--- src/rtl/cache_arbiter.sv ---
// cache_arbiter: shares one physical-memory port between an instruction cache
// and a data cache. One transaction is outstanding at a time; on a conflict
// the grant alternates so neither side starves.
// Ports:
//   clk, rst          clock, synchronous active-high reset
//   i_pmem_*          instruction-cache read-only fill interface
//   d_pmem_*          data-cache fill / write-back interface
//   pmem_*            physical-memory command, address, data and response
module cache_arbiter #(
  parameter int unsigned LINE_BITS = 256
) (
  input  logic                 clk,
  input  logic                 rst,
  input  logic                 i_pmem_read,
  input  logic [31:0]          i_pmem_address,
  output logic [LINE_BITS-1:0] i_pmem_rdata,
  output logic                 i_pmem_resp,
  input  logic                 d_pmem_read,
  input  logic                 d_pmem_write,
  input  logic [31:0]          d_pmem_address,
  input  logic [LINE_BITS-1:0] d_pmem_wdata,
  output logic [LINE_BITS-1:0] d_pmem_rdata,
  output logic                 d_pmem_resp,
  output logic                 pmem_read,
  output logic                 pmem_write,
  output logic [31:0]          pmem_address,
  output logic [LINE_BITS-1:0] pmem_wdata,
  input  logic [LINE_BITS-1:0] pmem_rdata,
  input  logic                 pmem_resp
);

  typedef enum logic [1:0] {
    IDLE    = 2'd0,
    SERVE_I = 2'd1,
    SERVE_D = 2'd2,
    GAP     = 2'd3
  } state_e;

  localparam logic GRANT_I = 1'b0;
  localparam logic GRANT_D = 1'b1;

  state_e               state_q, state_d;
  logic                 last_grant_q, last_grant_d;
  logic [31:0]          addr_q, addr_d;
  logic [LINE_BITS-1:0] wdata_q, wdata_d;
  logic                 write_q, write_d;

  logic i_req;
  logic d_req;
  logic pick_d;

  assign i_req = i_pmem_read;
  assign d_req = d_pmem_read | d_pmem_write;
  // D wins a conflict unless it won the previous grant.
  assign pick_d = d_req & (~i_req | (last_grant_q != GRANT_D));

  // State and latched-transaction registers.
  always_ff @(posedge clk) begin
    if (rst) begin
      state_q      <= IDLE;
      last_grant_q <= GRANT_I;
      addr_q       <= '0;
      wdata_q      <= '0;
      write_q      <= 1'b0;
    end else begin
      state_q      <= state_d;
      last_grant_q <= last_grant_d;
      addr_q       <= addr_d;
      wdata_q      <= wdata_d;
      write_q      <= write_d;
    end
  end

  // Next-state and grant latching.
  always_comb begin
    state_d      = state_q;
    last_grant_d = last_grant_q;
    addr_d       = addr_q;
    wdata_d      = wdata_q;
    write_d      = write_q;
    unique case (state_q)
      IDLE: begin
        if (pick_d) begin
          state_d      = SERVE_D;
          last_grant_d = GRANT_D;
          addr_d       = d_pmem_address;
          wdata_d      = d_pmem_wdata;
          // Write takes precedence when both read and write are raised.
          write_d      = d_pmem_write;
        end else if (i_req) begin
          state_d      = SERVE_I;
          last_grant_d = GRANT_I;
          addr_d       = i_pmem_address;
          wdata_d      = '0;
          write_d      = 1'b0;
        end
      end
      SERVE_I, SERVE_D: begin
        if (pmem_resp) state_d = GAP;
      end
      GAP:     state_d = IDLE;
      default: state_d = IDLE;
    endcase
  end

  // Outputs: commands only from latched values while serving.
  always_comb begin
    pmem_read    = 1'b0;
    pmem_write   = 1'b0;
    pmem_address = '0;
    pmem_wdata   = '0;
    i_pmem_resp  = 1'b0;
    d_pmem_resp  = 1'b0;
    if (state_q == SERVE_I || state_q == SERVE_D) begin
      pmem_read    = ~write_q;
      pmem_write   = write_q;
      pmem_address = addr_q;
      pmem_wdata   = wdata_q;
    end
    i_pmem_resp = pmem_resp & (state_q == SERVE_I);
    d_pmem_resp = pmem_resp & (state_q == SERVE_D);
  end

  assign i_pmem_rdata = pmem_rdata;
  assign d_pmem_rdata = pmem_rdata;

endmodule

--- config.mk ---
export PLATFORM = sky130hd
export DESIGN_NAME = cache_arbiter
export DESIGN_NICKNAME = d
export VERILOG_FILES = /design/src/rtl/cache_arbiter.sv
export SDC_FILE = /design/constraint.sdc
export NUM_CORES = 1
export LEC_CHECK = 0
export ABC_AREA = 1
export BUFFER_PORTS_ARGS = -buffer_cell sky130_fd_sc_hd__buf_4
export CORE_AREA = 2 2 539 541
export CTS_CLUSTER_DIAMETER = 60
export CTS_CLUSTER_SIZE = 25
export DETAILED_ROUTE_END_ITERATION = 10
export DIE_AREA = 0 0 541 543
export GPL_TIMING_DRIVEN = 0
export SLEW_MARGIN = 20
export SYNTH_ARGS = -nofsm -noshare
export SYNTH_HDL_FRONTEND = slang
export SYNTH_SLANG_ARGS = --single-unit
--- constraint.sdc ---
create_clock -name clk -period 4.9 [get_ports clk]
set_clock_uncertainty 0.2 [all_clocks]
set_input_delay 1.225 -clock clk [delete_from_list [all_inputs] [get_ports clk]]
set_output_delay 1.225 -clock clk [all_outputs]
set_load 0.02 [all_outputs]
==> key figures, run 1 <==
Yosys
  • Synth top area cells: dfxtp_1 (33%), buf_4 (22%), nand2_1 (14%), nand4_1 (9.0%), inv_1 (7.6%)
  • Number of enable flip-flop cells after synthesis: 0
  • Most instantiated library cell after synthesis: nand2_1
  • Most instantiated cells after synthesis: nand2_1 (689), buf_4 (524), inv_1 (362), dfxtp_1 (292), a21oi_1 (259)
  • Xor and xnor area share after synthesis: 0%
  • Yosys cell types: 17
  • Synthesized area per cell: 6.69 um^2
  • Synth Area in Adders: less than 1%
  • Seq/Total Area, Yosys: 32.7%
  • Synth Area in Compound Gates: 7.27%
  • Mux contribution to synthesized area: 0%
  • Synth warn: 0
  • Top cell type's share of synthesized area: about a third
  • Top_reg_cell synth: dfxtp_1
  • Mapped cell area: approximately 18000 um^2
  • Syn Nets: approximately 3.3k
  • Yosys reg bits: 292
  • Asr flop ratio synth: 0%
  • Largest family of logic cells by synthesized area: buffers and inverters
  • Synth Area in Simple Gates: ~26%
  • Area leader, netlist: dfxtp_1
  • Post-Synthesis Cells: between 2k and 3k

Detailed routing
  • DR iter-0 viols: ~2k
  • Post-Route WL: about 220000 um
  • Via density: slightly below 3
  • Vias: between 20k and 25k
  • WL/cell: roughly 28 um
  • Final ANT Viol Nets: 0
  • DR pass1 iterations: 6
  • DR DRC count: 0

Power and ir drop
  • Worst vdd ir: about 240 uV
  • Leakage power: 16.6 nW
  • Pwr/cell area: approximately 440 nW/um^2

Clock tree
  • CTS Buf Count: 41
  • Num Clock Sinks: a little under 300
  • # hold bufs at CTS: 0
  • CTS tree: built
  • Buffer depth of the longest clock path: 3
  • CTS root buffer: clkbuf_16
  • CTS H-tree depth: 2
  • Clock-pin slew on the worst setup and hold paths: about 0.070 ns
  • Worst skew pair latency: between 0.6 and 0.7 ns

Worst setup path
  • R2r startpoint: last_grant_q
  • Setup crit end kind: output pin
  • Arr. time, crit path: 3.21 ns
  • WS Path Type: flip-flop to output pin
  • Req. time, crit path: around 3.5 ns
  • CP startpoint: state_q[0]
  • Worst-path maximum fanout: 12
  • Critical Path Start Type: flip-flop

Timing
  • Final hold vios: 0
  • Setup violators final: 0
  • Unrepaired setup endpoints after global routing: false
  • Final hold slack: 0.262 ns
  • Period utilisation layout: 94.6%
  • Slew HR: between 20% and 30%
  • Slew Limit Fails: 0
  • Min Clock Period, post-route: 4.63 ns
  • Worst-Margin Slew: approximately 1.2 ns
  • Setup slack after layout: between 0.2 and 0.3 ns
  • Fmax: about 220 MHz

Cells and area
  • Fillers: about 34k
  • Storage cell area: between 5000 and 6000 um^2
  • Final Cell Area: between 30000 and 40000 um^2
  • Area of the multi-input gates: just under 6000 um^2
  • Layout cell share with drive strength beyond 1: a little under half
  • Synthesis-to-finish area growth: 82.9%
  • Nets: approximately 4.4k

Die
  • Die Ht: around 540 um
  • Die W: 541 um
  • # rows: about 200
  • Core Area: between 200000 and 300000 um^2
  • Top Ports: 1386
  • Initial Utilization: roughly 6.2%
  • Area of the die: between 200000 and 300000 um^2

Min path
  • Worst hold path type: flip-flop to flip-flop
  • Worst Hold Launch: wdata_q[150]

Placement
  • Placement Cell Area: approximately 31000 um^2
  • Port Buffers: around 1.1k
  • Pre-CTS worst setup slack: about 0.43 ns
  • RD Place Congestion: 1.03
  • Post-detail-place hpwl: slightly above 200000 um

Global routing
  • First-pass GRT wire length: between 200000 and 300000 um
  • Remaining Overflow, GRT: 0
  • Vias in the first global route: slightly above 20k
  • Initial antenna violation count: 85
  • Total track usage: about 14%
  • Largest net degree at the start of global routing: 21

Run
  • Max Cap Viol: 0

Status
  • Outcome: complete, no violations
==> worst max-delay path, stage by stage (launching register included) <==
cell and delay, ns:
dfxtp_1 0.33, inv_1 0.09, ha_1 0.30, clkbuf_4 0.32, clkbuf_2 0.45, buf_16 0.23
buf_2 0.26, nand2_1 0.18, inv_1 0.08, buf_4 0.21
==> routing by layer <==
layer | vias up | wire, um | global-route usage, %
li1 | 10236 | - | -
met3 | 246 | 36400 | 9.99
met1 | 10632 | 80100 | 15.2
met5 | - | 348 | 0
met4 | 50 | 7630 | 4.82
met2 | 1547 | 95100 | 21.9
==> kinds of logic after synthesis <==
group | after synthesis
compound gates | 260
fa+ha+maj | 4
buf+inv | 1066
flops | 292
simple gates | 1053
==> layout by cell type, fill, tap and decap left out <==
master	count
clkbuf_2	5
inv_12	2
buf_6	1
buf_16	1
nor2_2	1
clkinv_1	1
clkinv_2	3
buf_1	6
buf_4	1652
clkbuf_16	42
or2_2	2
nand4_1	257
clkbuf_8	2
nor2_1	101
clkinv_4	2
clkbuf_1	68
clkinvlp_4	2
buf_2	98
inv_6	3
dfxtp_1	292
inv_8	5
o21ai_0	1
inv_1	362
a21oi_1	259
clkinv_8	10
ha_1	4
clkbuf_4	1
inv_16	4
diode_2	48
nand2_1	689
nand3_1	3
==> path summary, 6_finish.rpt <==
| path | depth (start not counted) | to | slack (ns) |
|---|---|---|---|
| setup / recovery | 9 | pmem_wdata[148] | 0.27 |
| hold / removal | 2 | wdata_q[150] | 0.26 |
| setup reg to reg | 6 | addr_q[5] | 1.68 |
| hold reg to reg | 2 | wdata_q[150] | 0.26 |
==> flip-flops by register name (all words and copies together) (netlist names) <==
name and cells:
state_q 2, last_grant_q 1, write_q 1, wdata_q 256, addr_q 32
==> what timing repair did <==
item	in CTS	in global routing
endpoints found under the hold margin	0	0
setup endpoints to repair	15	0
buffers inserted	0	0
gates resized for setup	1	0
==> through the flow <==
step | cells | setup TNS (ns) | util [%] | power [mW]
2_1_floorplan | 2675 | 0 | - | 7.12
3_3_place_gp | 7584 | -61.80 | 10.8 | 11.3
3_5_place_dp | 7585 | 0 | 10.8 | 11.3
4_1_cts | 7660 | 0 | 11.4 | 14.7
5_1_grt | 7674 | 0 | 11.4 | 15.3
6_report | 7708 | 0 | 11.4 | 14.4
==> layout make-up <==
cell class,count,area share [%]
buffer,702,14.5
inverter,363,4.16
sequential,292,17.9
clock buffer,45,3.31
tap,3781,14.4
antenna,48,0.367
multi-input combinational,1317,18.2
clock inverter,31,1.24
timing repair buffer,1129,25.9
==> where the power goes <==
part | total, mW | switching, mW | internal (mW)
logic | 7.68 | 5.33 | 2.35
clock network | 3.32 | 1.59 | 1.73
registers | 3.42 | 0.430 | 2.99
Note: power is estimated with default switching activity, not from simulation.
==> inputs of run 2 (changes only) <==
Settings changed: BUFFER_PORTS_ARGS -buffer_cell sky130_fd_sc_hd__buf_4 to not set, CORE_AREA 2 2 539 541 to 2 2 537 539, DIE_AREA 0 0 541 543 to 0 0 539 541, DONT_BUFFER_PORTS set to 1.
==> key figures, run 2 (synthesized netlist as in run 1, its figures left out) <==
Worst setup path
  • Crit-path cells: inv_1, ha_1, clkbuf_4, clkbuf_4, buf_2, nand2_1, inv_1
  • WS Path Type: flip-flop to output pin
  • Critical Path Start Type: flip-flop
  • Setup crit end kind: output pin
  • Arr. time, crit path: 3.15 ns (-0.06 ns)
  • Req. time, crit path: 3.47 ns (about the same)
  • Worst-path maximum fanout: 10 (-2)
  • Slowest CP cell: clkbuf_4
  • Worst path max stage delay: 0.41 ns (-0.04 ns)

Global routing
  • Vias in the first global route: 16.8k (-18%)
  • Total track usage: 14.2% (about the same)
  • Remaining Overflow, GRT: 0 (unchanged)
  • Largest net degree at the start of global routing: 22 (+4.8%)
  • Initial antenna violation count: 104 (+22%)
  • First-pass GRT wire length: 253000 um (-2.3%)

Die
  • Die W: 539 um (-0.37%)
  • Core Area: 286000 um^2 (-0.34%)
  • Die Ht: 541 um (-0.37%)
  • Initial Utilization: 6.25% (+0.021 points)
  • # rows: 197 (unchanged)
  • Area of the die: 292000 um^2 (-0.74%)
  • Top Ports: 1386 (unchanged)

Detailed routing
  • Post-Route WL: 217000 um (-1.0%)
  • Via density: 2.89 (-2.0%)
  • DR iter-0 viols: 2146 (+8.3%)
  • WL/cell: 33.1 um (+16%)
  • DR pass1 iterations: 6 (unchanged)
  • Final ANT Viol Nets: 0 (unchanged)
  • Vias: 19.0k (-16%)
  • DR DRC count: 0 (unchanged)

Clock tree
  • CTS tree: built
  • CTS Buf Count: 39 (-4.9%)
  • CTS root buffer: clkbuf_16
  • Worst skew pair latency: 0.67 ns (+0.03 ns)
  • Num Clock Sinks: 292 (unchanged)
  • CTS H-tree depth: 2 (unchanged)
  • Clock-pin slew on the worst setup and hold paths: 0.06 ns (about the same)
  • Buffer depth of the longest clock path: 3 (unchanged)
  • Post-CTS setup buffers: 0 (unchanged)

Power and ir drop
  • Pwr/cell area: 549 nW/um^2 (+25%)
  • Leakage power: 11.0 nW (-34%)
  • Worst vdd ir: 247 uV (+2.7%)

Cells and area
  • Commonest non-fill, non-tap cell in the layout: nand2_1
  • Fillers: 33.9k (+0.65%)
  • Synthesis-to-finish area growth: 35.2%
  • Final Core Density: 8.45% (-2.9 points)
  • Final Cell Area: 24200 um^2 (-26%)
  • Max reg flops: 256 (unchanged)
  • Layout cell share with drive strength beyond 1: 25.6% (-22 points)
  • Reg with most FFs: wdata_q
  • Commonest cells after routing, fill and taps aside: nand2_1 (689), buf_4 (524), inv_1 (361), dfxtp_1 (292), a21oi_1 (259)
  • Nets: 3303 (-25%)
  • Top Registers: wdata_q: 256 flops, addr_q: 32 flops, state_q: 2 flops

Timing
  • Final hold slack: 0.260 ns (-0.00219 ns)
  • Worst-Margin Slew: 0.997 ns (-0.175 ns)
  • Period utilisation layout: 93.3% (-1.2 points)
  • TNS Setup: 0 ns (unchanged)
  • Fmax: 219 MHz (+1.3%)
  • Slew HR: 33.6% (+12 points)
  • Min Clock Period, post-route: 4.57 ns (-0.0601 ns)
  • Final hold vios: 0 (unchanged)
  • Unrepaired setup endpoints after global routing: false
  • Slew Limit Fails: 0 (unchanged)
  • Setup violators final: 0 (unchanged)

Placement
  • Placement Cell Area: 22700 um^2 (-27%)
  • Port Buffers: 0 (-100%)
  • Post-detail-place hpwl: 201000 um (-0.88%)
  • RD Place Congestion: 1.00 (-2.3%)

Min path
  • Worst hold path type: flip-flop to flip-flop

Status
  • Outcome: complete, no violations

Run
  • Max Cap Viol: 0 (unchanged)
run 2: changes by cell type in the layout (fill, tap and decap cells not counted), sizes merged:
cell | previous run | this run
diode | 48 | 43
buf | 1758 | 631
inv | 376 | 378
clkbuf | 118 | 117
clkinv | 16 | 11
run 2: cell type report:
| type | count | area (um^2) | area share [%] |
|---|---|---|---|
| flip-flops and latches | 292 | 5850 | 24.2 |
| plain buffers | 703 | 4750 | 19.6 |
| diodes | 43 | 108 | 0.445 |
| inverters | 363 | 1370 | 5.65 |
| clock buffers | 44 | 1030 | 4.28 |
| repair buffers | 1 | 20.0 | 0.0827 |
| multi-input cells | 1317 | 5960 | 24.6 |
| well taps | 3781 | 4730 | 19.5 |
| clock inverters | 28 | 393 | 1.62 |
run 2: what timing repair did:
item	4_1_cts	5_1_grt
gates resized for setup	4	0
endpoints found under the setup margin	105	0
hold buffers	0	0
run 2: final timing paths:
kind | start | end | slack (ns) | cells after the start
hold / removal | wdata_q[150] | wdata_q[150] | 0.26 | 2
setup reg to reg | state_q[0] | wdata_q[185] | 1.73 | 7
setup / recovery | state_q[0] | pmem_wdata[180] | 0.33 | 7
hold reg to reg | wdata_q[150] | wdata_q[150] | 0.26 | 2
run 2: power breakdown:
part	switching, mW	total (mW)	internal [mW]	leakage [nW]
Sequential	0.452	3.44	2.99	2.40
Combinational	5.22	6.61	1.39	7.89
Clock	1.57	3.23	1.66	0.694
Total	7.24	13.3	6.05	11.0
run 2: stage by stage:
step / power (mW) / worst slack [ns] / std cells
2_1_floorplan: 7.12 / 1.91 / 2675
3_3_place_gp: 10.2 / -1.09 / 6456
3_5_place_dp: 10.3 / 0.0737 / 6457
4_1_cts: 13.6 / 0.0714 / 6529
5_1_grt: 14.1 / 0.115 / 6547
6_report: 13.3 / 0.326 / 6572
run 2: layer usage:
metal | vias up | share of wire [%] | wire length, um | GRT usage (%)
met1 | 9033 | 36 | 78000 | 15.2
met2 | 1682 | 43 | 93900 | 21.7
met5 | - | 0.15 | 328 | 0
met3 | 231 | 18 | 38900 | 10.7
li1 | 7971 | - | - | -
met4 | 50 | 2.9 | 6400 | 3.97
run 2: critical path: cells and delay by family (launching register included):
family	cells	cell delay [ns]
adder cells (fa/ha/maj)	1	0.30
buffers and inverters	5	1.63
flip-flops	1	0.33
AND/OR/NAND/NOR	1	0.18
==> inputs of run 3 (changes only) <==
--- a/config.mk
+++ b/config.mk
@@ -14,4 +14,5 @@
 export DONT_BUFFER_PORTS = 1
 export GPL_TIMING_DRIVEN = 0
+export SKIP_CTS_REPAIR_TIMING = 1
 export SLEW_MARGIN = 20
 export SYNTH_ARGS = -nofsm -noshare
==> constraint.sdc (replaced) <==
create_clock -name clk -period 4.9 [get_ports clk]
set_clock_uncertainty 0.2 [all_clocks]
set_input_delay 1.225 -clock clk [delete_from_list [all_inputs] [get_ports clk]]
set_output_delay 1.225 -clock clk [all_outputs]
set_load 0.05 [all_outputs]
==> key figures, run 3 (synthesized netlist as in run 1, its figures left out) <==
Cells and area
  • Layout cell share with drive strength beyond 1: 26.1% (+0.44 points)
  • Fillers: 33.9k (-0.015%)
  • Synthesis-to-finish area growth: 35.4%
  • Final Cell Area: 24200 um^2 (+0.11%)
  • Top Registers: wdata_q: 256 flops, addr_q: 32 flops, state_q: 2 flops
  • Reg with most FFs: wdata_q
  • Commonest cells after routing, fill and taps aside: nand2_1 (689), buf_4 (524), inv_1 (350), dfxtp_1 (292), a21oi_1 (259)
  • Max reg flops: 256 (unchanged)
  • Nets: 3303 (unchanged)
  • Commonest non-fill, non-tap cell in the layout: nand2_1

Status
  • Outcome: complete, no violations

Placement
  • Port Buffers: 0 (unchanged)
  • Post-detail-place hpwl: 201000 um (about the same)
  • RD Place Congestion: 1.00 (unchanged)
  • Placement Cell Area: 22700 um^2 (about the same)

Global routing
  • Initial antenna violation count: 104 (unchanged)
  • Total track usage: 14.2% (unchanged)
  • Remaining Overflow, GRT: 0 (unchanged)
  • Vias in the first global route: 16.8k (unchanged)
  • Largest net degree at the start of global routing: 22 (unchanged)
  • First-pass GRT wire length: 253000 um (unchanged)

Timing
  • Slew HR: 33.9% (+0.30 points)
  • Setup violators final: 0 (unchanged)
  • Min Clock Period, post-route: 4.58 ns (+0.00899 ns)
  • Final hold slack: 0.260 ns (-0.0000410 ns)
  • Period utilisation layout: 93.5% (+0.18 points)
  • Fmax: 218 MHz (-0.20%)
  • Final hold vios: 0 (unchanged)
  • Slew Limit Fails: 0 (unchanged)
  • Unrepaired setup endpoints after global routing: false
  • Worst-Margin Slew: 0.992 ns (-0.00453 ns)

Min path
  • Worst hold path type: flip-flop to flip-flop

Detailed routing
  • DR iter-0 viols: 2236 (+4.2%)
  • Post-Route WL: 217000 um (about the same)
  • Via density: 2.91 (+0.78%)
  • WL/cell: 33.1 um (+0.11%)
  • DR DRC count: 0 (unchanged)
  • Vias: 19.1k (+0.70%)
  • Final ANT Viol Nets: 0 (unchanged)
  • DR pass1 iterations: 6 (unchanged)

Worst setup path
  • WS Path Type: flip-flop to output pin
  • Setup crit end kind: output pin
  • Req. time, crit path: 3.47 ns (about the same)
  • Arr. time, crit path: 3.16 ns (about the same)
  • Critical Path Start Type: flip-flop
  • Worst-path maximum fanout: 10 (unchanged)

Run
  • Max Cap Viol: 0 (unchanged)

Die
  • Initial Utilization: 6.25% (unchanged)
  • Core Area: 286000 um^2 (unchanged)
  • Top Ports: 1386 (unchanged)
  • Area of the die: 292000 um^2 (unchanged)
  • Die W: 539 um (unchanged)
  • Die Ht: 541 um (unchanged)
  • # rows: 197 (unchanged)

Clock tree
  • CTS root buffer: clkbuf_16
  • CTS Buf Count: 39 (unchanged)
  • CTS tree: built
  • Buffer depth of the longest clock path: 3 (unchanged)
  • Worst skew pair latency: 0.66 ns (about the same)
  • CTS H-tree depth: 2 (unchanged)
  • Clock-pin slew on the worst setup and hold paths: 0.06 ns (about the same)
  • Num Clock Sinks: 292 (unchanged)

Power and ir drop
  • Leakage power: 10.9 nW (-0.91%)
  • Final Power: 14.8 mW (+12%)
  • Pwr/cell area: 611 nW/um^2 (+11%)
  • Worst vdd ir: 247 uV (+0.24%)
[run 3: cell types whose count changed in the layout (fill, tap and decap cells not counted), sizes merged]
cell,change
clkinvlp,+10
inv,-10
diode,-5
[run 3: worst paths after layout]
| kind | slack (ns) | depth (start not counted) | start | to |
|---|---|---|---|---|
| max | 0.32 | 7 | state_q[0] | pmem_wdata[180] |
| min | 0.26 | 2 | wdata_q[150] | wdata_q[150] |
| max reg2reg | 1.69 | 7 | state_q[0] | wdata_q[185] |
| min reg2reg | 0.26 | 2 | wdata_q[150] | wdata_q[150] |
[run 3: report_power, final]
part,internal [mW],switching [mW]
clock network,1.66,1.56
logic,1.40,6.75
registers,2.99,0.451
total,6.05,8.76
[run 3: per-stage QoR]
| stage | setup TNS [ns] | cells | setup slack (ns) | util [%] |
|---|---|---|---|---|
| 2_1_floorplan | 0 | 2675 | 1.74 | - |
| 6_report | 0 | 6567 | 0.317 | 8.46 |
| 5_1_grt | 0 | 6547 | 0.0152 | 8.44 |
| 4_1_cts | -44.26 | 6529 | -0.863 | 8.41 |
| 3_5_place_dp | -0.150 | 6457 | -0.0973 | 7.91 |
| 3_3_place_gp | -87.08 | 6456 | -1.26 | 7.90 |
[run 3: critical path, cell delays in order (launching register included)]
cell	delay [ns]
dfxtp_1	0.33
inv_1	0.09
ha_1	0.30
clkbuf_4	0.33
clkbuf_4	0.40
buf_2	0.40
nand2_1	0.23
clkinvlp_4	0.35
[run 3: cell type report]
class,instances,area (um^2),share of cell area (%)
multi-input cells,1317,5960,24.6
flip-flops and latches,292,5850,24.1
plain buffers,703,4750,19.6
well taps,3781,4730,19.5
inverters,363,1400,5.79
clock buffers,44,1030,4.27
clock inverters,28,393,1.62
diodes,38,95.1,0.392
repair buffers,1,20.0,0.0826
[run 3: per-layer routing]
layer	track usage, %	routed length (um)	up-vias
met2	21.7	93700	1745
li1	-	-	7968
met4	3.97	6580	54
met5	0	356	-
met1	15.2	77900	9090
met3	10.7	39000	243
